$ cat config.mk
export PLATFORM = sky130hd
export DESIGN_NAME = serial_subtractor
export DESIGN_NICKNAME = d
export VERILOG_FILES = /design/src/rtl/serial_subtractor_pkg.sv /design/src/rtl/serial_subtractor_fs_df.sv /design/src/rtl/serial_subtractor.sv
export SDC_FILE = /design/constraint.sdc
export NUM_CORES = 1
export LEC_CHECK = 0
export ABC_AREA = 1
export BUFFER_PORTS_ARGS = -buffer_cell sky130_fd_sc_hd__buf_2
export CORE_MARGIN = 5
export CORE_UTILIZATION = 55
export DETAILED_ROUTE_END_ITERATION = 7
export GPL_TIMING_DRIVEN = 0
export PLACE_DENSITY = 0.87
export SYNTH_ARGS = -nofsm -noshare
export SYNTH_HDL_FRONTEND = slang
export SYNTH_SLANG_ARGS = --single-unit
$ cat constraint.sdc
create_clock -name clk -period 1.8 [get_ports clk]
set_clock_uncertainty 0.05 [all_clocks]
set_input_delay 0.18 -clock clk [delete_from_list [all_inputs] [get_ports clk]]
set_output_delay 0.18 -clock clk [all_outputs]
set_load 0.1 [all_outputs]
$ cat src/rtl/serial_subtractor_pkg.sv
// ---------------------------------------------------------------------------
// serial_subtractor_pkg
//   Shared definitions for the bit-serial subtractor:
//     - DEFAULT_WIDTH : default operand/result width
//     - ST_*          : 2-bit binary FSM state encodings
//     - signed_ovf()  : two's complement overflow rule for a - b
// ---------------------------------------------------------------------------
package serial_subtractor_pkg;

  localparam int DEFAULT_WIDTH = 8;

  localparam logic [1:0] ST_IDLE  = 2'd0;
  localparam logic [1:0] ST_SHIFT = 2'd1;
  localparam logic [1:0] ST_DONE  = 2'd2;

  // a - b overflows only when the operand signs differ and the result
  // sign disagrees with the minuend sign.
  function automatic logic signed_ovf(input logic a_msb,
                                      input logic b_msb,
                                      input logic d_msb);
    return (a_msb != b_msb) && (d_msb != a_msb);
  endfunction

endpackage

$ cat src/rtl/serial_subtractor_fs_df.sv
// ---------------------------------------------------------------------------
// fs_df
//   Dataflow single-bit full subtractor (a - b - bin).
//   Ports:
//     a    : minuend bit
//     b    : subtrahend bit
//     bin  : borrow in
//     diff : difference bit
//     bout : borrow out
// ---------------------------------------------------------------------------
module fs_df (
  input  logic a,
  input  logic b,
  input  logic bin,
  output logic diff,
  output logic bout
);

  assign diff = a ^ b ^ bin;
  // Borrow when a=0,b=1, or when the bits are equal and a borrow ripples in.
  assign bout = (~a & b) | (~(a ^ b) & bin);

endmodule

$ cat src/rtl/serial_subtractor.sv
// ---------------------------------------------------------------------------
// serial_subtractor
//   Bit-serial WIDTH-bit subtractor, diff = a - b, LSB first, one bit per
//   clock, using a single full-subtractor cell and a registered borrow.
//   Ports:
//     clk        : rising-edge clock
//     rst_n      : synchronous active-low reset
//     start      : request, sampled only while idle
//     a, b       : minuend / subtrahend, captured on the accepting edge
//     busy       : high while an operation is in flight (SHIFT or DONE)
//     done       : one-cycle pulse, result outputs valid
//     diff       : a - b modulo 2^WIDTH
//     borrow_out : final borrow (a < b unsigned)
//     ovf        : signed overflow of a - b
// ---------------------------------------------------------------------------
module serial_subtractor
  import serial_subtractor_pkg::*;
#(
  parameter int WIDTH = DEFAULT_WIDTH
) (
  input  logic             clk,
  input  logic             rst_n,
  input  logic             start,
  input  logic [WIDTH-1:0] a,
  input  logic [WIDTH-1:0] b,
  output logic             busy,
  output logic             done,
  output logic [WIDTH-1:0] diff,
  output logic             borrow_out,
  output logic             ovf
);

  // Counter holds 0..WIDTH-1, so clog2(WIDTH) bits suffice (5 bits at 32).
  localparam int CW = (WIDTH > 1) ? $clog2(WIDTH) : 1;
  localparam logic [CW-1:0] CNT_LAST = CW'(WIDTH - 1);
  localparam logic [CW-1:0] CNT_ONE  = CW'(1);
  localparam logic [CW-1:0] CNT_ZERO = CW'(0);

  logic [1:0]       state_r;
  logic [1:0]       state_nxt_s;
  logic [WIDTH-1:0] a_sh_r;
  logic [WIDTH-1:0] b_sh_r;
  logic [WIDTH-1:0] res_sh_r;
  logic [CW-1:0]    cnt_r;
  logic             bor_r;
  logic             a_msb_r;
  logic             b_msb_r;
  logic [WIDTH-1:0] diff_r;
  logic             borrow_out_r;
  logic             ovf_r;
  logic             done_r;
  logic             d_s;
  logic             bout_s;
  logic             last_s;
  logic [WIDTH-1:0] res_nxt_s;

  // Single full-subtractor cell working on the current LSBs.
  fs_df u_fs (
    .a    (a_sh_r[0]),
    .b    (b_sh_r[0]),
    .bin  (bor_r),
    .diff (d_s),
    .bout (bout_s)
  );

  assign last_s    = (cnt_r == CNT_LAST);
  // New difference bit enters at the MSB so the LSB-first stream lands in place.
  assign res_nxt_s = {d_s, res_sh_r[WIDTH-1:1]};

  // Next-state logic for the IDLE/SHIFT/DONE controller.
  always_comb begin
    state_nxt_s = state_r;
    case (state_r)
      ST_IDLE: begin
        if (start) begin
          state_nxt_s = ST_SHIFT;
        end else begin
          state_nxt_s = ST_IDLE;
        end
      end
      ST_SHIFT: begin
        if (last_s) begin
          state_nxt_s = ST_DONE;
        end else begin
          state_nxt_s = ST_SHIFT;
        end
      end
      ST_DONE: begin
        state_nxt_s = ST_IDLE;
      end
      default: begin
        state_nxt_s = ST_IDLE;
      end
    endcase
  end

  // State register, operand/result shifters, counter, borrow and outputs.
  always_ff @(posedge clk) begin
    if (!rst_n) begin
      state_r      <= ST_IDLE;
      a_sh_r       <= '0;
      b_sh_r       <= '0;
      res_sh_r     <= '0;
      cnt_r        <= CNT_ZERO;
      bor_r        <= 1'b0;
      a_msb_r      <= 1'b0;
      b_msb_r      <= 1'b0;
      diff_r       <= '0;
      borrow_out_r <= 1'b0;
      ovf_r        <= 1'b0;
      done_r       <= 1'b0;
    end else begin
      state_r <= state_nxt_s;
      done_r  <= 1'b0;
      case (state_r)
        ST_IDLE: begin
          if (start) begin
            a_sh_r  <= a;
            b_sh_r  <= b;
            bor_r   <= 1'b0;
            cnt_r   <= CNT_ZERO;
            a_msb_r <= a[WIDTH-1];
            b_msb_r <= b[WIDTH-1];
          end else begin
            cnt_r   <= cnt_r;
          end
        end
        ST_SHIFT: begin
          a_sh_r   <= {1'b0, a_sh_r[WIDTH-1:1]};
          b_sh_r   <= {1'b0, b_sh_r[WIDTH-1:1]};
          res_sh_r <= res_nxt_s;
          bor_r    <= bout_s;
          cnt_r    <= cnt_r + CNT_ONE;
          // Publish the complete result only on the edge entering DONE,
          // so the visible outputs never show a partial difference.
          if (last_s) begin
            diff_r       <= res_nxt_s;
            borrow_out_r <= bout_s;
            ovf_r        <= signed_ovf(a_msb_r, b_msb_r, d_s);
            done_r       <= 1'b1;
          end else begin
            done_r       <= 1'b0;
          end
        end
        ST_DONE: begin
          done_r <= 1'b0;
        end
        default: begin
          done_r <= 1'b0;
        end
      endcase
    end
  end

  assign busy       = (state_r != ST_IDLE);
  assign done       = done_r;
  assign diff       = diff_r;
  assign borrow_out = borrow_out_r;
  assign ovf        = ovf_r;

endmodule

=== Yosys cells after proc, flatten, opt, wreduce, memory -nomap -nowiden ===
Index checks and enable logic that the tools add are counted.
Widths: inputs -> output; s select.

* Register bits: 43
* Bits of input ports: 19

* Add/subtract/negate cells: 1
* Equal/unequal tests: 5
* Muxes and demuxes: 12
* Bitwise gates (word level): 7
* Reductions and logical operators: 8

{| class="wikitable"
|+ Operators by type and width
! kind !! number
|-
| $pmux 8 s2 || 2
|-
| $mux 8 || 2
|-
| $reduce_and 2->1 || 4
|-
| $pmux 3 s2 || 1
|-
| $pmux 2 s2 || 1
|-
| $reduce_bool 2->1 || 2
|-
| $add 3x1->3 const B || 1
|-
| $eq 3x3->1 const B || 1
|-
| $mux 1 || 3
|-
| $mux 3 || 1
|-
| $and 1x1->1 || 2
|-
| $eq 2x1->1 const B || 1
|-
| $logic_not 2->1 || 1
|-
| $mux 2 || 1
|-
| $ne 1x1->1 || 2
|-
| $ne 2x2->1 const B || 1
|-
| $not 1->1 || 2
|-
| $pmux 1 s2 || 1
|-
| $xor 1x1->1 || 2
|-
| $logic_and 1x1->1 || 1
|-
| $or 1x1->1 || 1
|}

=== Depth between registers and ports, before layout ===
Gate-level depths: netlist (run 1).

* Depth after elaboration: 5
* Mapped depth: 7
* Mapped depth without buffers: 7

=== By module ===
A second synthesis (run 1) with hierarchy kept.

* Cell total of the unflattened synthesis: 270
* Area total of the unflattened synthesis: 1,881.8 um2

{| class="wikitable"
|+ Modules (own cells, without submodules)
! module !! instances !! cells an instance !! area each (um2) !! seq. area each (um2)
|-
| serial_subtractor || 1 || 266 || 1,850.5 || 840.8
|-
| fs_df || 1 || 4 || 31.3 || 0.0
|}

=== Worst setup path after synthesis (run 1) ===
OpenSTA, ideal clock, no wires.

* Path kind: register to output
* Start: register state_r[1]
* End: output port busy
* Arrival: 1.271 ns
* Required time: 1.570 ns
* Setup slack: 0.299 ns
* Cell stages (with the launch flop): 5
* Buffers on the path: 2
* Cells stage by stage: dfxtp_1 inv_2 buf_6 buf_6 nand2_1

* Cells in the longest elaborated chain, start to end: 1

{| class="wikitable"
|+ RTL lines
! what !! RTL line !! source
|-
| start: declaration || serial_subtractor.sv:39 || <nowiki>logic [1:0] state_r;</nowiki>
|-
| start signal: assignment || serial_subtractor.sv:113 || <nowiki>state_r <= state_nxt_s;</nowiki>
|-
| $reduce_bool 2->1 || serial_subtractor.sv:155 || <nowiki>assign busy = (state_r != ST_IDLE);</nowiki>
|-
| end: declaration || serial_subtractor.sv:26 || <nowiki>output logic busy,</nowiki>
|}

Every way passes these cells.

=== Worst setup path in the final report (run 1) ===
Ends and elaborated chain as after synthesis.

==> impl_metrics.toml, run 1 <==
[clocking]
cts.sink_count = 42
clockBufferDepth = 2
cts_tree = "yes"
cts-buffers-inserted = 5
cts-hold-fix-buffers = 0
clk_transition_reported_paths_ns = 0.14
cts_setup_buffers = 0
clock-root-buffer = "sky130_fd_sc_hd__clkbuf_4"
cts-resized-gates = 0
cts-htree-levels = 2
worst_skew_pair.late_latency_ns = 0.37

[placement]
post-dp-hpwl_um = 2780
io_buffer_count = 29
dpl_worst_slack_ns = 0.398
dpl-instance-area_um2 = 2100
dpl.cell_count = 339
gp_routability_congestion = 0.807

[timing]
timing.final.crit_share_pct = 94.0
postLayoutSetupSlackWorst_ns = 0.107
worst-slew-pin-transition_ns = 0.488
timing.final.crit_period_ns = 1.69
tns_ns = 0
clock.fmax_mhz = 591
setup-violations-final = 0
finalMaxSlewViolations = 0
maxSlewHeadroom_pct = 67.7
hold_viol_final = 0
rsz0062_at_grt = "false"

[route]
detail_route.drc_violations = 0
final_antenna_net_count = 0
routed_wire_length_um = 3950
detail_route.wl_per_cell_um = 11.4
initialDrtViolationCount = 121
viasPerCell = 4.91
drt-pass1-iter-count = 5
dr_total_vias = 1705

[critical_path]
cp-start-kind = "flop"
setup.worst_path.class = "flop to primary output"
crit_path_cell_trace = "inv_2 -> buf_6 -> buf_6 -> nand2_1 -> clkbuf_4"
worstPathMaxFanout = 10
crit_required_ns = 1.57
worst_path_most_repeated_cell = "sky130_fd_sc_hd__buf_6"
cp.buffers_inverters = 4
slowest_delay_ns = 0.35
endpoint_kind = "primary output"
cp.arrival_ns = 1.46
kind_of_cell_adding_the_most_delay_to_the_critical_path = "buffers and inverters"
cpMaxStageDelayCell = "sky130_fd_sc_hd__dfxtp_1"

[cells_and_area]
flow.area_growth_from_synthesis_pct = 15.1
fill_cells = 309
antenna_cells = 0
postLayoutCoreUtil_pct = 65.4
layout-drive-gt1-share_pct = 21.6
fin_cells = 347
design_area_um2 = 2180
final_net_count = 322
layout.cells.most_common = "sky130_fd_sc_hd__nand2_1"
mostFrequentLayoutCells = "sky130_fd_sc_hd__nand2_1, sky130_fd_sc_hd__dfxtp_1, sky130_fd_sc_hd__nor2_1, sky130_fd_sc_hd__buf_2, sky130_fd_sc_hd__inv_1"

[synthesis]
synth-xor-area-share_pct = 0
synth_largest_type_area_fraction_pct = 44.3
number_of_synthesis_warnings = 0
yosys.area_share.adder_pct = 2.37
synth_sequential_area_ratio_pct = 44.3
ys_top_cells_by_area = "sky130_fd_sc_hd__dfxtp_1, sky130_fd_sc_hd__nand2_1, sky130_fd_sc_hd__nor2_1"
postSynthCellCount = 264
synth-seq-cells = 42
largest_area_contributor_in_the_netlist = "sky130_fd_sc_hd__dfxtp_1"
syn-cell-area_um2 = 1900
simple_gate_share_of_the_synthesized_area_pct = 32.5
synth_compound_gate_area_share_pct = 9.50
synth_top_family_by_area = "simple AND/OR/NAND/NOR gates"
synthesis.nets = 286
synthDistinctLibCells = 23
yosys-mux-area-fraction_pct = 0
postSynthAreaPerCell_um2 = 7.18

[pwr]
pwr_density_cell_nw_per_um2 = 885
leakagePower_uw = 0.00105
vdd_drop_max_v = 0.000512

[worst_hold_path]
min_path_type = "primary input to flop"

[global_routing]
grt_usage_pct = 19.4
grt_antenna_before_repair = 0
first_global_vias = 1668
grt_overflow = 0
maximum_number_of_pins_on_one_net_before_global_route_repair = 15
grt_first_pass_wirelength_um = 6820

[floorplan]
std_cell_rows = 21
num_io_pins = 31
die_area_um2 = 4720
die_width_um = 68.7
floorplan.initialDensity_pct = 56.8
fp.coreArea_um2 = 3340
floorplan.die.height_um = 68.7

[outcome]
status = "finished clean"

[flow_run]
cap_viol_max_count = 0
-- synthesized netlist by cell type --
cell type and number:
sky130_fd_sc_hd__a21oi_2 5, sky130_fd_sc_hd__buf_6 6, sky130_fd_sc_hd__nand4_1 2, sky130_fd_sc_hd__nand2_1 75, sky130_fd_sc_hd__nor2_4 1, sky130_fd_sc_hd__o21ai_4 1
sky130_fd_sc_hd__o21ai_0 8, sky130_fd_sc_hd__inv_1 28, sky130_fd_sc_hd__buf_2 4, sky130_fd_sc_hd__nand3_1 21, sky130_fd_sc_hd__buf_4 1, sky130_fd_sc_hd__dfxtp_1 42
sky130_fd_sc_hd__nand3_2 1, sky130_fd_sc_hd__a21oi_1 12, sky130_fd_sc_hd__clkbuf_1 1, sky130_fd_sc_hd__o21ai_1 4, sky130_fd_sc_hd__ha_1 2, sky130_fd_sc_hd__nand2_4 1
sky130_fd_sc_hd__buf_1 1, sky130_fd_sc_hd__nand2_2 6, sky130_fd_sc_hd__nor2_1 39, sky130_fd_sc_hd__fa_1 1, sky130_fd_sc_hd__inv_2 2
-- layout make-up --
class                      count  area (µm²)  share of cell area (%)
sequential                    42         841                    38.5
multi-input combinational    179         841                    38.5
timing repair buffer          29         148                    6.76
inverter                      30         113                    5.16
buffer                        13         103                    4.70
tap                           46        57.6                    2.64
clock inverter                 3        43.8                    2.01
clock buffer                   5        37.5                    1.72
-- final timing paths --
path	from	end	slack, ns	cells after the start
worst max-delay path	state_r[1]	busy	0.11	5
worst min-delay path	b[3]	b_sh_r[3]	0.05	5
worst max register to register	b_sh_r[0]	ovf	0.38	7
worst min register to register	diff[4]	diff[4]	0.42	2
-- metal layers --
layer | vias to the layer above | part of all wire (%) | track usage, %
li1 | 886 | - | -
met1 | 780 | 45 | 21.1
met2 | 34 | 50 | 33.8
met3 | 5 | 3.6 | 5.83
met4 | 0 | 1.4 | 9.98
met5 | - | 0 | 0
-- power by group --
group	internal (µW)	switching, µW
Clock	295	336
Combinational	109	180
Sequential	984	29.2
-- logic make-up (layout without fill, tap and decap cells) --
group,after synthesis,after routing
adder cells (fa/ha/maj),3,3
buffers and inverters,43,80
AND/OR/NAND/NOR,146,146
flip-flops,42,42
AO/OA/AOI/OAI,30,30
-- stage by stage --
stage | hold slack, ns | power (µW)
global route | 0.0604 | 2020
finish | 0.0522 | 1930
global placement | 0.404 | 1310
detailed placement | 0.406 | 1320
floorplan | 0.334 | 1250
CTS | 0.0427 | 1940
-- worst reg2reg max path: stages (launching register included) --
cell	delay [ns]
sky130_fd_sc_hd__dfxtp_1	0.33
sky130_fd_sc_hd__inv_1	0.06
sky130_fd_sc_hd__fa_1	0.61
sky130_fd_sc_hd__nor2_1	0.07
sky130_fd_sc_hd__nand2_1	0.05
sky130_fd_sc_hd__nand3_1	0.06
sky130_fd_sc_hd__nand2_1	0.07
sky130_fd_sc_hd__inv_1	0.03
-- sequential cells by signal, summed over array words and instances (netlist names) --
register	count
cnt_r	3
done	1
state_r	2
b_sh_r	8
a_sh_r	8
b_msb_r	1
borrow_out	1
diff	8
ovf	1
res_sh_r	7
a_msb_r	1
bor_r	1
Note: power is estimated with default switching activity, not from simulation.
==> run 2: changes to the inputs <==
- CAP_MARGIN: unset -> 20
- CORE_UTILIZATION: 55 -> 59
- MAX_ROUTING_LAYER: unset -> met4
- PLACE_DENSITY: 0.87 -> 0.92
- clock period: 1.8 -> 2.2 ns (I/O delays scaled with it)
==> impl_metrics.toml, run 2 (synthesis results as in run 1) <==
[outcome]
status = "finished clean"

[critical_path]
setup.worst_path.class = "flop to primary output"
worst_path_most_repeated_cell = "sky130_fd_sc_hd__buf_6"
cpMaxStageDelayCell = "sky130_fd_sc_hd__buf_2"
cp.arrival_ns = 1.53
setup.reg_to_reg.worst_slack_ns = 0.73
crit_required_ns = 1.93
worstPathMaxFanout = 10
crit_path_cell_trace = "inv_2 -> buf_6 -> buf_6 -> nand2_1 -> buf_2"
endpoint_kind = "primary output"
slowest_delay_ns = 0.42
cp-start-kind = "flop"

[timing]
clock.fmax_mhz = 556
hold_viol_final = 0
setup-violations-final = 0
hold-worst-slack_ns = 0.115
worst-slew-pin-transition_ns = 0.481
maxSlewHeadroom_pct = 67.9
timing.final.crit_share_pct = 81.7
finalMaxSlewViolations = 0
rsz0062_at_grt = "false"
tns_ns = 0
timing.final.crit_period_ns = 1.80

[cells_and_area]
fin_cells = 345
layout.cells.most_common = "sky130_fd_sc_hd__nand2_1"
fill_cells = 257
design_area_um2 = 2180
antenna_cells = 0
layout-drive-gt1-share_pct = 21.3
mostFrequentLayoutCells = "sky130_fd_sc_hd__nand2_1, sky130_fd_sc_hd__dfxtp_1, sky130_fd_sc_hd__nor2_1, sky130_fd_sc_hd__buf_2, sky130_fd_sc_hd__inv_1"
flow.area_growth_from_synthesis_pct = 14.7
final_net_count = 322

[route]
final_antenna_net_count = 0
detail_route.wl_per_cell_um = 11.3
viasPerCell = 4.91
drt-pass1-iter-count = 4
dr_total_vias = 1694
initialDrtViolationCount = 97
routed_wire_length_um = 3910
detail_route.drc_violations = 0

[global_routing]
grt_overflow = 0
maximum_number_of_pins_on_one_net_before_global_route_repair = 14
grt_usage_pct = 20.7
grt_antenna_before_repair = 0
grt_first_pass_wirelength_um = 6880
first_global_vias = 1607

[clocking]
cts-hold-fix-buffers = 0
cts-htree-levels = 2
cts.sink_count = 42
clockBufferDepth = 2
cts-buffers-inserted = 5
worst_skew_pair.late_latency_ns = 0.35
clk_transition_reported_paths_ns = 0.13
cts-resized-gates = 0
clock-root-buffer = "sky130_fd_sc_hd__clkbuf_4"
cts_setup_buffers = 0
cts_tree = "yes"

[placement]
dpl-instance-area_um2 = 2100
io_buffer_count = 29
post-dp-hpwl_um = 2820
dpl.cell_count = 337
gp_routability_congestion = 0.801

[floorplan]
floorplan.initialDensity_pct = 61.6
num_io_pins = 31
fp.coreArea_um2 = 3080
std_cell_rows = 20
die_area_um2 = 4450
floorplan.die.height_um = 66.7
die_width_um = 66.7

[pwr]
pwr_density_cell_nw_per_um2 = 712
leakagePower_uw = 0.00104
total_power_uw = 1550
vdd_drop_max_v = 0.000421

[worst_hold_path]
min_path_type = "primary input to flop"

[flow_run]
cap_viol_max_count = 0
run 2: per-stage QoR:
step	utilization, %	setup slack (ns)
4_1_cts	70.7	0.382
3_3_place_gp	68.1	0.790
5_1_grt	70.7	0.315
3_5_place_dp	68.1	0.755
6_report	70.7	0.402
2_1_floorplan	-	0.659
run 2: worst paths after layout:
path | startpoint | endpoint | cells past startpoint
worst max-delay path | state_r[1] | busy | 5
worst min-delay path | b[4] | b_sh_r[4] | 5
worst max register to register | b_sh_r[0] | ovf | 7
worst min register to register | diff[2] | diff[2] | 2
run 2: power by group:
part	switching, µW	internal (µW)	leakage (µW)
Combinational	147	88.4	0.000661
Sequential	24.8	805	0.000344
Clock	244	240	0.0000385
run 2: final cells by class:
class	count	area (µm²)	share of cell area, %
clock inverter	2	37.5	1.73
buffer	13	103	4.72
tap	44	55.1	2.53
sequential	42	841	38.6
multi-input combinational	179	841	38.6
inverter	30	113	5.18
timing repair buffer	29	145	6.67
clock buffer	6	41.3	1.90
run 2: per-layer routing:
| metal | global-route usage, % | wire, µm | vias up |
|---|---|---|---|
| met5 | - | 0 | - |
| met4 | 8.12 | 79 | 0 |
| met2 | 34.7 | 1970 | 37 |
| met1 | 23.7 | 1710 | 765 |
| li1 | - | - | 884 |
| met3 | 5.40 | 151 | 8 |
run 2: worst max-delay path, delay by kind of cell, from the launching register on:
| family | cells | cell delay [ns] |
|---|---|---|
| DFF | 1 | 0.35 |
| and+or+nand+nor | 1 | 0.05 |
| buffers and inverters | 4 | 0.78 |
